### config.mk
export PLATFORM = sky130hd
export DESIGN_NAME = scr_trigger_pulse_gen
export DESIGN_NICKNAME = d
export VERILOG_FILES = /design/src/rtl/scr_test_pkg.sv /design/src/rtl/scr_pulse_timer.sv /design/src/rtl/scr_trigger_pulse_gen.sv
export SDC_FILE = /design/constraint.sdc
export NUM_CORES = 1
export LEC_CHECK = 0
export CAP_MARGIN = 10
export CORE_ASPECT_RATIO = 1.25
export CORE_MARGIN = 2
export CORE_UTILIZATION = 25
export DETAILED_ROUTE_END_ITERATION = 6
export GPL_TIMING_DRIVEN = 0
export PLACE_DENSITY_LB_ADDON = 0.2
export REMOVE_ABC_BUFFERS = 1
export SYNTH_ARGS = -nofsm -noshare
export SYNTH_HDL_FRONTEND = slang
export SYNTH_SLANG_ARGS = --single-unit
### constraint.sdc
create_clock -name i_clk_50m -period 2.76 [get_ports i_clk_50m]
set_input_delay 0.552 -clock i_clk_50m [delete_from_list [all_inputs] [get_ports i_clk_50m]]
set_output_delay 0.552 -clock i_clk_50m [all_outputs]
set_load 0.05 [all_outputs]
### src/rtl/scr_test_pkg.sv
// Shared constants for the CHK LE breakdown/BOD test: 50 MHz timing, counter width,
// trigger-generator FSM encoding.
package scr_test_pkg;

    localparam int unsigned CNT_W           = 19;
    localparam int unsigned HALF_PERIOD_50M = 500000;  // 10 ms
    localparam int unsigned PULSE_WIDTH_50M = 500;     // 10 us
    localparam int unsigned MIN_GAP_50M     = 25;

    typedef enum logic [2:0] {
        StIdle   = 3'd0,
        StFDelay = 3'd1,
        StFPulse = 3'd2,
        StFRest  = 3'd3,
        StNDelay = 3'd4,
        StNPulse = 3'd5,
        StNRest  = 3'd6
    } scr_state_e;

    function automatic logic [CNT_W-1:0] clamp_delay(input logic [CNT_W-1:0] req,
                                                     input logic [CNT_W-1:0] lim);
        return (req > lim) ? lim : req;
    endfunction

endpackage

### src/rtl/scr_pulse_timer.sv
// Loadable down-counter timing one trigger pulse; o_tc flags the last pulse clock.
module scr_pulse_timer #(
    parameter int unsigned PULSE_WIDTH = 500
) (
    input  logic i_clk_50m,
    input  logic i_rst,
    input  logic i_load,
    input  logic i_en,
    output logic o_tc
);

    localparam int unsigned    TW       = (PULSE_WIDTH > 1) ? $clog2(PULSE_WIDTH) : 1;
    localparam logic [TW-1:0]  LOAD_VAL = TW'(PULSE_WIDTH - 1);

    logic [TW-1:0] count_q;

    always_ff @(posedge i_clk_50m or posedge i_rst) begin
        if (i_rst) begin
            count_q <= '0;
        end else if (i_load) begin
            count_q <= LOAD_VAL;
        end else if (i_en && (count_q != '0)) begin
            count_q <= count_q - TW'(1);
        end
    end

    assign o_tc = (count_q == '0);

endmodule

### src/rtl/scr_trigger_pulse_gen.sv
// Alternating forward/negative SCR trigger pulse generator, one pair per mains cycle,
// with phase delay, burst/continuous runs and immediate inhibit.
module scr_trigger_pulse_gen
    import scr_test_pkg::*;
#(
    parameter int unsigned HALF_PERIOD = HALF_PERIOD_50M,
    parameter int unsigned PULSE_WIDTH = PULSE_WIDTH_50M,
    parameter int unsigned MIN_GAP     = MIN_GAP_50M
) (
    input  logic             i_clk_50m,
    input  logic             i_rst,
    input  logic             i_start,
    input  logic             i_stop,
    input  logic             i_inhibit,
    input  logic [CNT_W-1:0] i_phase_delay,
    input  logic [7:0]       i_burst_count,
    output logic             o_signal_forward,
    output logic             o_signal_negative,
    output logic             o_signal_forbid,
    output logic             o_busy,
    output logic             o_done
);

    localparam logic [CNT_W-1:0] CNT_LAST  = CNT_W'(HALF_PERIOD - 1);
    localparam logic [CNT_W-1:0] DELAY_MAX = CNT_W'(HALF_PERIOD - PULSE_WIDTH - MIN_GAP);

    scr_state_e       state_q;
    logic [CNT_W-1:0] cnt_q;
    logic [CNT_W-1:0] delay_q;
    logic [7:0]       cyc_q;
    logic             cont_q;
    logic             stop_req_q;
    logic             start_q;
    logic             fwd_q;
    logic             neg_q;
    logic             forbid_q;
    logic             busy_q;
    logic             done_q;

    logic             start_edge;
    logic             wrap;
    logic             f_half;
    logic             n_half;
    logic             in_delay;
    logic             in_pulse;
    logic             end_run;
    logic             fire;
    logic             pulse_tc;
    logic [CNT_W-1:0] cnt_next;
    logic [CNT_W-1:0] delay_new;

    // Decisions look at the count the next clock will show, so a registered pulse is
    // high exactly while the counter reads delay..delay+PULSE_WIDTH-1.
    always_comb begin
        start_edge = i_start & ~start_q;
        wrap       = (cnt_q == CNT_LAST);
        cnt_next   = wrap ? '0 : cnt_q + CNT_W'(1);
        delay_new  = clamp_delay(i_phase_delay, DELAY_MAX);
        f_half     = state_q inside {StFDelay, StFPulse, StFRest};
        n_half     = state_q inside {StNDelay, StNPulse, StNRest};
        in_delay   = state_q inside {StFDelay, StNDelay};
        in_pulse   = state_q inside {StFPulse, StNPulse};
        end_run    = n_half && wrap &&
                     ((!cont_q && (cyc_q == 8'd1)) || stop_req_q || i_stop);
        if (state_q == StIdle) begin
            fire = start_edge && (delay_new == '0);
        end else if (wrap) begin
            fire = !end_run && (delay_new == '0);
        end else begin
            fire = in_delay && (cnt_next == delay_q);
        end
        fire = fire && !i_inhibit;
    end

    scr_pulse_timer #(
        .PULSE_WIDTH (PULSE_WIDTH)
    ) u_pulse_timer (
        .i_clk_50m (i_clk_50m),
        .i_rst     (i_rst),
        .i_load    (fire),
        .i_en      (in_pulse),
        .o_tc      (pulse_tc)
    );

    always_ff @(posedge i_clk_50m or posedge i_rst) begin
        if (i_rst) begin
            state_q    <= StIdle;
            cnt_q      <= '0;
            delay_q    <= '0;
            cyc_q      <= '0;
            cont_q     <= 1'b0;
            stop_req_q <= 1'b0;
            start_q    <= 1'b1;  // a start level already high at release is not an edge
            fwd_q      <= 1'b0;
            neg_q      <= 1'b0;
            forbid_q   <= 1'b1;
            busy_q     <= 1'b0;
            done_q     <= 1'b0;
        end else begin
            start_q <= i_start;
            done_q  <= 1'b0;
            if (i_inhibit) begin
                state_q    <= StIdle;
                cnt_q      <= '0;
                stop_req_q <= 1'b0;
                fwd_q      <= 1'b0;
                neg_q      <= 1'b0;
                forbid_q   <= 1'b1;
                busy_q     <= 1'b0;
            end else if (state_q == StIdle) begin
                if (start_edge) begin
                    cnt_q      <= '0;
                    delay_q    <= delay_new;
                    cyc_q      <= i_burst_count;
                    cont_q     <= (i_burst_count == 8'd0);
                    stop_req_q <= 1'b0;
                    forbid_q   <= 1'b0;
                    busy_q     <= 1'b1;
                    fwd_q      <= fire;
                    state_q    <= fire ? StFPulse : StFDelay;
                end
            end else begin
                cnt_q      <= cnt_next;
                stop_req_q <= stop_req_q | i_stop;
                if (wrap) begin
                    delay_q <= delay_new;
                    if (f_half) begin
                        fwd_q   <= 1'b0;
                        neg_q   <= fire;
                        state_q <= fire ? StNPulse : StNDelay;
                    end else if (end_run) begin
                        state_q    <= StIdle;
                        cnt_q      <= '0;
                        stop_req_q <= 1'b0;
                        fwd_q      <= 1'b0;
                        neg_q      <= 1'b0;
                        forbid_q   <= 1'b1;
                        busy_q     <= 1'b0;
                        done_q     <= 1'b1;
                    end else begin
                        if (!cont_q) begin
                            cyc_q <= cyc_q - 8'd1;
                        end
                        fwd_q   <= fire;
                        neg_q   <= 1'b0;
                        state_q <= fire ? StFPulse : StFDelay;
                    end
                end else begin
                    case (state_q)
                        StFDelay: begin
                            if (fire) begin
                                state_q <= StFPulse;
                                fwd_q   <= 1'b1;
                            end
                        end
                        StNDelay: begin
                            if (fire) begin
                                state_q <= StNPulse;
                                neg_q   <= 1'b1;
                            end
                        end
                        StFPulse: begin
                            if (pulse_tc) begin
                                state_q <= StFRest;
                                fwd_q   <= 1'b0;
                            end
                        end
                        StNPulse: begin
                            if (pulse_tc) begin
                                state_q <= StNRest;
                                neg_q   <= 1'b0;
                            end
                        end
                        StFRest, StNRest: begin
                        end
                        default: begin
                            state_q  <= StIdle;
                            cnt_q    <= '0;
                            fwd_q    <= 1'b0;
                            neg_q    <= 1'b0;
                            forbid_q <= 1'b1;
                            busy_q   <= 1'b0;
                        end
                    endcase
                end
            end
        end
    end

    assign o_signal_forward  = fwd_q;
    assign o_signal_negative = neg_q;
    assign o_signal_forbid   = forbid_q;
    assign o_busy            = busy_q;
    assign o_done            = done_q;

endmodule

==> metrics.log, run 1 <==
INFO  metric worst_ep_arrival_time = 3.05 ns
INFO  metric hp-class = flip-flop to flip-flop
INFO  metric topRoutingLayerUsed = met4
INFO  metric crit_required = 2.99 ns
INFO  metric ys_async_sr_fraction = 100%
INFO  metric mapped_avg_cell_area = 8.16 um^2
INFO  metric min_path_cells = 2
INFO  metric filler_cell_count_in_the_final_layout = 1,982
INFO  metric detailedRoute.firstIterationViolations = 307
INFO  metric global_route_wire_length_before_repair = 24,100 um
INFO  metric max_slew.worst_pin.slew = 1.02 ns
INFO  metric cts-root-to-sink-buffers = 2
INFO  metric clock_power_share = 25.2%
INFO  metric final_cell_mix = sky130_fd_sc_hd__o21ai_0 (64), sky130_fd_sc_hd__nor2_1 (56), sky130_fd_sc_hd__dfrtp_1 (47)
INFO  metric synth_ff_type = sky130_fd_sc_hd__dfrtp_1
INFO  metric route.met2.wl = 7680 um
INFO  metric detailedPlacementHpwl = 10,700 um
INFO  metric violations = negative setup slack
INFO  metric finalHoldWorstSlack = 0.509 ns
INFO  metric utilization = 32.5%
INFO  metric detailedRoute.firstPassIterationCount = 5
INFO  metric timing.max_slew.rel_slack = 31.8%
INFO  metric synth_cell_types = 73
INFO  metric detail_route.wirelength = 15,100 um
INFO  metric root_buffer = sky130_fd_sc_hd__clkbuf_16
INFO  metric cpPeakStageDelay = 0.55 ns
INFO  metric core.rowCount = 56
INFO  metric detailroute.wirelength.met3 = 500 um
INFO  metric final-hold-violation-count = 0
INFO  metric r2r.worst_path.cells = 9
INFO  metric worstSetupPathDepth = 9
INFO  metric globalplace.congestion = 0.884
INFO  metric timing.final.ws_setup = -0.0596 ns
INFO  metric setup.worst_path.class = flip-flop to flip-flop
INFO  metric switching_share = 40.8%
INFO  metric die_h = 158 um
INFO  metric seq_power_share = 35.0%
INFO  metric buffer_ports.inserted = 36
INFO  metric initial_antenna_violation_count = 0
INFO  metric final_worst_clock_skew = 0.00630 ns
INFO  metric synth-edff-count = 0
INFO  metric switchingPower = 1900 uW
INFO  metric p_total = 4650 uW
INFO  metric floorplan.io_pins = 37
INFO  metric fin_nets = 657
INFO  metric final_report_setup_violation_count = 3
INFO  metric clk-insertion-delay-late = 0.35 ns
INFO  metric peakVddDrop = 0.000379 V
INFO  metric avgRoutedWirePerCell = 17.6 um
INFO  metric grt_usage = 15.3%
INFO  metric timing.final.crit_period = 2.82 ns
INFO  metric grt-ovfl-total = 0
INFO  metric tns = -0.0748 ns
INFO  metric die_area = 20,000 um^2
INFO  metric dpl.cell_count = 814
INFO  metric drt.antenna.violating_nets = 0
INFO  metric coreArea = 18,600 um^2
INFO  metric htreeDepth = 3
INFO  metric die_width = 127 um
INFO  metric cpLargestDelayFamily = simple AND/OR/NAND/NOR gates
INFO  metric clk_pin_slew = 0.05 ns
INFO  metric start_kind = flip-flop
INFO  metric internal_power = 2750 uW
INFO  metric post_cts_hold_buffers = 0
INFO  metric syn-instance-count = 579
INFO  metric power.density = 768 nW/um^2
INFO  metric vias_in_the_first_global_route = 4,525
INFO  metric leading_cell_type_in_the_layout_fill_and_taps_excluded = sky130_fd_sc_hd__o21ai_0
INFO  metric crit_slowest_cell = sky130_fd_sc_hd__or4b_4
INFO  metric critPathMaxFanout = 3
INFO  metric cts_tree = yes
INFO  metric start_util = 25.4%
INFO  metric share_of_layout_cells_above_drive_strength_1 = 22.2%
INFO  metric mappedNetlistArea = 4730 um^2
INFO  metric routed-via-count = 4,558
INFO  metric ys_ff_latch = 66
INFO  metric drc = 0
INFO  metric min_period_over_period = 102%
INFO  metric layout-area-overhead-vs-synth = 28.2%
INFO  metric yosysSeqAreaShare = 35.0%
INFO  metric cts_num_sinks = 66
INFO  metric tritoncts.num_buffers = 9
INFO  metric routedLengthMet1 = 6540 um
INFO  metric maxCapViolations = 0
INFO  metric power_frac_comb = 39.9%
INFO  metric pin_count_of_the_biggest_net_entering_global_routing = 67
INFO  metric final_cells = 858
INFO  metric critical_path_buf_inv_count = 1
INFO  metric report.final.slew_viol_count = 0
INFO  metric worst_setup_path_end_kind = flip-flop
INFO  metric fmax = 0.355 GHz
INFO  metric antenna_cells_inserted = 0
INFO  metric crit_path_cell_trace = or4b_4, nor4_4, buf_4, nand3_4, a211o_4, a221oi_2, nand4_1, nand2_2, mux2_4
INFO  metric cellLeakagePower = 0.00221 uW
INFO  metric detail_route.vias_per_cell = 5.31
INFO  metric unrepaired_setup_endpoints_after_global_routing = yes
INFO  metric yosysWarnings = 0
INFO  metric status = finished, violations left
[metal layers]
| metal | GRT usage, % | vias up |
|---|---|---|
| li1 | - | 2215 |
| met1 | 18.0 | 2222 |
| met2 | 27.0 | 96 |
| met3 | 3.01 | 25 |
| met4 | 6.38 | 0 |
| met5 | 0 | - |
[final cells by class]
class	instances	area [um^2]	area share (%)
clock inverter	2	35.0	0.578
timing repair buffer	68	622	10.3
clock buffer	14	264	4.36
sequential	66	1680	27.6
inverter	24	92.6	1.53
multi-input combinational	452	3080	50.8
tap	232	290	4.79
[logic make-up after synthesis]
family	share of synthesized area (%)
compound gates	23.1
xor+xnor	5.00
flops	35.0
simple gates	29.0
mux	1.61
fa+ha+maj	1.06
buf+inv	5.24
[metrics by stage]
| stage | worst slack (ns) | instance area, um^2 |
|---|---|---|
| 2_1_floorplan | -0.660 | 4570 |
| 3_3_place_gp | -2.45 | 5220 |
| 3_5_place_dp | -1.03 | 5280 |
| 4_1_cts | -0.00308 | 5940 |
| 5_1_grt | -0.131 | 6060 |
| 6_report | -0.0596 | 6060 |
[power by group through the flow]
stage	Sequential (uW)	Clock (uW)	Combinational (uW)
3_5_place_dp	1640	0	1670
4_1_cts	1620	1200	1790
2_1_floorplan	1530	0	1180
5_1_grt	1680	1250	2060
6_report	1630	1170	1850
3_3_place_gp	1630	0	1600
[synthesized netlist by cell type, types with 3 or more instances]
library cell | n | share of area [%]
sky130_fd_sc_hd__a211oi_1 | 4 | 0.64
sky130_fd_sc_hd__a21o_1 | 4 | 0.64
sky130_fd_sc_hd__a21oi_1 | 30 | 3.2
sky130_fd_sc_hd__a22o_1 | 3 | 0.56
sky130_fd_sc_hd__a22oi_1 | 4 | 0.64
sky130_fd_sc_hd__and2_1 | 4 | 0.53
sky130_fd_sc_hd__and3_1 | 13 | 1.7
sky130_fd_sc_hd__and4_1 | 3 | 0.56
sky130_fd_sc_hd__buf_2 | 12 | 1.3
sky130_fd_sc_hd__clkbuf_1 | 24 | 1.9
sky130_fd_sc_hd__dfrtp_1 | 64 | 34
sky130_fd_sc_hd__ha_1 | 4 | 1.1
sky130_fd_sc_hd__inv_1 | 24 | 1.9
sky130_fd_sc_hd__mux2_2 | 5 | 1.2
sky130_fd_sc_hd__nand2_1 | 53 | 4.2
sky130_fd_sc_hd__nand2b_1 | 7 | 0.93
sky130_fd_sc_hd__nand3_1 | 26 | 2.8
sky130_fd_sc_hd__nand4_1 | 17 | 2.2
sky130_fd_sc_hd__nor2_1 | 58 | 4.6
sky130_fd_sc_hd__nor2b_1 | 9 | 1.2
sky130_fd_sc_hd__nor3_1 | 15 | 1.6
sky130_fd_sc_hd__nor4_1 | 12 | 1.6
sky130_fd_sc_hd__nor4_4 | 3 | 1.3
sky130_fd_sc_hd__nor4b_1 | 4 | 0.74
sky130_fd_sc_hd__o211ai_1 | 4 | 0.64
sky130_fd_sc_hd__o21ai_0 | 66 | 7.0
sky130_fd_sc_hd__o2bb2ai_1 | 3 | 0.56
sky130_fd_sc_hd__o31ai_1 | 6 | 0.95
sky130_fd_sc_hd__o41ai_1 | 3 | 0.56
sky130_fd_sc_hd__or2_2 | 5 | 0.66
sky130_fd_sc_hd__or3_1 | 7 | 0.93
sky130_fd_sc_hd__or4_1 | 4 | 0.64
sky130_fd_sc_hd__xnor2_1 | 18 | 3.3
sky130_fd_sc_hd__xor2_1 | 9 | 1.7
[registers in the layout, indices dropped and copies added, names as in the netlist]
signal and count:
o_signal_forward 1, u_pulse_timer.count_q 9, cont_q 1, o_signal_forbid 1
o_done 1, start_q 1, cyc_q 8, state_q 3
delay_q 19, stop_req_q 1, cnt_q 19, o_busy 1
o_signal_negative 1
[tightest hold or removal path: stages, from the launching register on]
cell and delay (ns):
sky130_fd_sc_hd__dfrtp_1 0.34, sky130_fd_sc_hd__o21ai_0 0.07, sky130_fd_sc_hd__o21ai_0 0.06
[path summary, 6_finish.rpt]
path | startpoint | endpoint | slack (ns)
min | cyc_q[7] | cyc_q[7] | 0.51
min in group asynchronous | i_rst | cnt_q[15] | 0.74
max | cnt_q[14] | state_q[0] | -0.06
min reg2reg | cyc_q[7] | cyc_q[7] | 0.51
max reg2reg | cnt_q[14] | state_q[0] | -0.06
max in group asynchronous | i_rst | cnt_q[10] | 1.39
[what timing repair did]
| item | in CTS | in global routing |
|---|---|---|
| gates resized for setup | 70 | 22 |
| pin swaps | 24 | 11 |
| buffers inserted | 25 | 3 |
| setup endpoints to repair | 60 | 35 |
| cloned | 0 | 0 |
No activity file was read; power rests on OpenSTA's default activity.
==> inputs of run 2 (changes only) <==
CTS_CLUSTER_DIAMETER = 40   (was not set)
SKIP_CTS_REPAIR_TIMING = 1   (was not set)
==> run 2 against run 1 <==
Effect of this change:
- the flow still finishes with violations (negative setup slack)
- first-iteration DRC count shrank 2.9%
- setup slack got worse by 0.048 ns
- routed wire length increased by 1.2%
- via count increased by 1.5%
- fmax down 1.7%
- register-to-register slack got worse by 0.05 ns
- global-route usage fell by 0.61 points
- sequential power hardly changed
- flip-flop and latch count unchanged
- die area unchanged
- clock skew decreased by 0.0012 ns
- critical path type unchanged
- largest power group unchanged
==> metrics.log, run 2 (synthesized netlist as in run 1, its figures left out) <==
INFO  metric final_worst_clock_skew = 0.00510 ns (-0.00120 ns)
INFO  metric final_cells = 879 (+2.4%)
INFO  metric final_report_setup_violation_count = 26 (+23)
INFO  metric worstReg2RegEnd = u_pulse_timer.count_q[3]
INFO  metric global_route_wire_length_before_repair = 23,100 um (-4.2%)
INFO  metric clock_power_share = 24.9% (-0.3 points)
INFO  metric vias_in_the_first_global_route = 4,289 (-5.2%)
INFO  metric top_regs = cnt_q: 19 flops, delay_q: 19 flops, u_pulse_timer.count_q: 9 flops
INFO  metric pin_count_of_the_biggest_net_entering_global_routing = 67 (unchanged)
INFO  metric worst_setup_path_end_kind = flip-flop
INFO  metric crit_path_cell_trace = or4b_4, nor4_4, buf_4, and3_4, a221oi_4, a2111oi_4, nand4_2, buf_4, and3_1
INFO  metric detailedPlacementHpwl = 10,700 um (unchanged)
INFO  metric final_cell_mix = sky130_fd_sc_hd__nor2_1 (56), sky130_fd_sc_hd__nand2_1 (50), sky130_fd_sc_hd__o21ai_0 (50)
INFO  metric clk-insertion-delay-late = 0.34 ns (about the same)
INFO  metric detail_route.vias_per_cell = 5.26 (-0.91%)
INFO  metric tritoncts.num_buffers = 9 (unchanged)
INFO  metric die_h = 158 um (unchanged)
INFO  metric power.density = 750 nW/um^2 (-2.3%)
INFO  metric switchingPower = 1910 uW (+0.79%)
INFO  metric die_width = 127 um (unchanged)
INFO  metric leading_cell_type_in_the_layout_fill_and_taps_excluded = sky130_fd_sc_hd__nor2_1
INFO  metric cpPeakStageDelay = 0.56 ns (about the same)
INFO  metric root_buffer = sky130_fd_sc_hd__clkbuf_16
INFO  metric layout-area-overhead-vs-synth = 32.9%
INFO  metric detail_route.wirelength = 15,300 um (+1.2%)
INFO  metric seq_power_share = 34.9% (about the same)
INFO  metric status = finished, violations left
INFO  metric die_area = 20,000 um^2 (unchanged)
INFO  metric timing.final.ws_setup = -0.108 ns (-0.0483 ns)
INFO  metric worstHoldEndpoint = delay_q[5]
INFO  metric worst_ep_arrival_time = 3.10 ns (+0.05 ns)
INFO  metric detailedRoute.firstPassIterationCount = 5 (unchanged)
INFO  metric utilization = 33.7% (+1.2 points)
INFO  metric dpl.cell_count = 814 (unchanged)
INFO  metric drt.antenna.violating_nets = 0 (unchanged)
INFO  metric min_path_cells = 3 (+1)
INFO  metric power_frac_comb = 40.3% (+0.4 points)
INFO  metric setup.worst_path.class = flip-flop to flip-flop
INFO  metric peakVddDrop = 0.000381 V (+0.66%)
INFO  metric drc = 0 (unchanged)
INFO  metric start_util = 25.4% (unchanged)
INFO  metric cellLeakagePower = 0.00245 uW (+11%)
INFO  metric maxCapViolations = 0 (unchanged)
INFO  metric detailedRoute.firstIterationViolations = 298 (-2.9%)
INFO  metric antenna_cells_inserted = 0 (unchanged)
INFO  metric start_kind = flip-flop
INFO  metric switching_share = 40.6% (-0.20 points)
INFO  metric core.rowCount = 56 (unchanged)
INFO  metric cts_num_sinks = 66 (unchanged)
INFO  metric globalplace.congestion = 0.884 (unchanged)
INFO  metric unrepaired_setup_endpoints_after_global_routing = yes
INFO  metric timing.max_slew.rel_slack = 31.6% (-0.21 points)
INFO  metric final-hold-violation-count = 0 (unchanged)
INFO  metric violations = negative setup slack
INFO  metric share_of_layout_cells_above_drive_strength_1 = 22.7% (+0.52 points)
INFO  metric fmax = 0.349 GHz (-1.7%)
INFO  metric crit_slowest_cell = sky130_fd_sc_hd__or4b_4
INFO  metric buffer_ports.inserted = 36 (unchanged)
INFO  metric cts_tree = yes
INFO  metric fin_nets = 678 (+3.2%)
INFO  metric coreArea = 18,600 um^2 (unchanged)
INFO  metric report.final.slew_viol_count = 0 (unchanged)
INFO  metric cts-root-to-sink-buffers = 2 (unchanged)
INFO  metric grt_usage = 14.7% (-0.61 points)
INFO  metric ff2ff_setup_slack = -0.11 ns (-0.05 ns)
INFO  metric max_slew.worst_pin.slew = 1.02 ns (+0.00148 ns)
INFO  metric initial_antenna_violation_count = 0 (unchanged)
INFO  metric clk_pin_slew = 0.05 ns (about the same)
INFO  metric timing.final.crit_period = 2.87 ns (+0.0483 ns)
INFO  metric htreeDepth = 3 (unchanged)
INFO  metric avgRoutedWirePerCell = 17.4 um (-1.2%)
INFO  metric regToRegStartpoint = cnt_q[9]
INFO  metric internal_power = 2800 uW (+1.6%)
INFO  metric hp-class = input pin to flip-flop
INFO  metric grt-ovfl-total = 0 (unchanged)
INFO  metric hold_start = i_phase_delay[5]
INFO  metric min_period_over_period = 104% (+1.7 points)
INFO  metric crit_required = 2.99 ns (about the same)
INFO  metric r2r.worst_path.cells = 9 (unchanged)
INFO  metric routed-via-count = 4,627 (+1.5%)
INFO  metric critPathMaxFanout = 6 (+3)
INFO  metric critical-path-top-cell-by-count = sky130_fd_sc_hd__buf_4
INFO  metric floorplan.io_pins = 37 (unchanged)
==> run 2: critical path, delay by kind of cell (launching register included) <==
kind	cells	cell delay [ns]
compound gates	2	0.41
buf+inv	2	0.40
simple gates	5	1.51
flops	1	0.44
==> run 2: routing by layer <==
metal | track usage (%) | vias to the layer above | wire, um
li1 | - | 2256 | -
met1 | 18.1 | 2256 | 6660
met2 | 25.8 | 97 | 7830
met3 | 2.64 | 18 | 535
met4 | 4.97 | 0 | 291
met5 | 0 | - | 0
==> run 2: layout make-up <==
class,count,area [um^2]
well taps,232,290
repair buffers,88,855
clock inverters,2,35.0
multi-input cells,453,3070
flip-flops and latches,66,1670
inverters,24,92.6
fillers,1981,12400
clock buffers,14,264
==> run 2: per-stage QoR <==
stage	area (um^2)	total power (uW)	worst slack, ns	hold slack [ns]	setup TNS, ns
after floorplan	4570	2700	-0.660	0.470	-11.22
after global placement	5220	3220	-2.45	0.501	-143.28
after detailed placement	5280	3310	-1.03	0.499	-41.83
after CTS	5580	4510	-1.04	0.516	-42.49
after global routing	6280	5040	-0.173	0.524	-5.02
final	6280	4710	-0.108	0.495	-1.34
==> run 2: worst max path at each step <==
stage,startpoint,end,slack [ns],cells after the start
6_report,cnt_q[9],u_pulse_timer.count_q[3],-0.11,9
5_1_grt,cnt_q[0],state_q[0],-0.17,10
3_3_place_gp,state_q[1],state_q[0],-2.45,8
3_5_place_dp,cnt_q[0],cyc_q[5],-1.03,9
4_1_cts,cnt_q[0],cyc_q[5],-1.04,9
2_1_floorplan,state_q[1],state_q[0],-0.66,8
==> run 2: power by group through the flow <==
stage,Combinational (uW),Sequential (uW),Clock (uW)
global placement,1600,1630,0
CTS,1680,1630,1200
global route,2100,1680,1250
finish,1900,1640,1170
floorplan,1180,1530,0
detailed placement,1670,1640,0
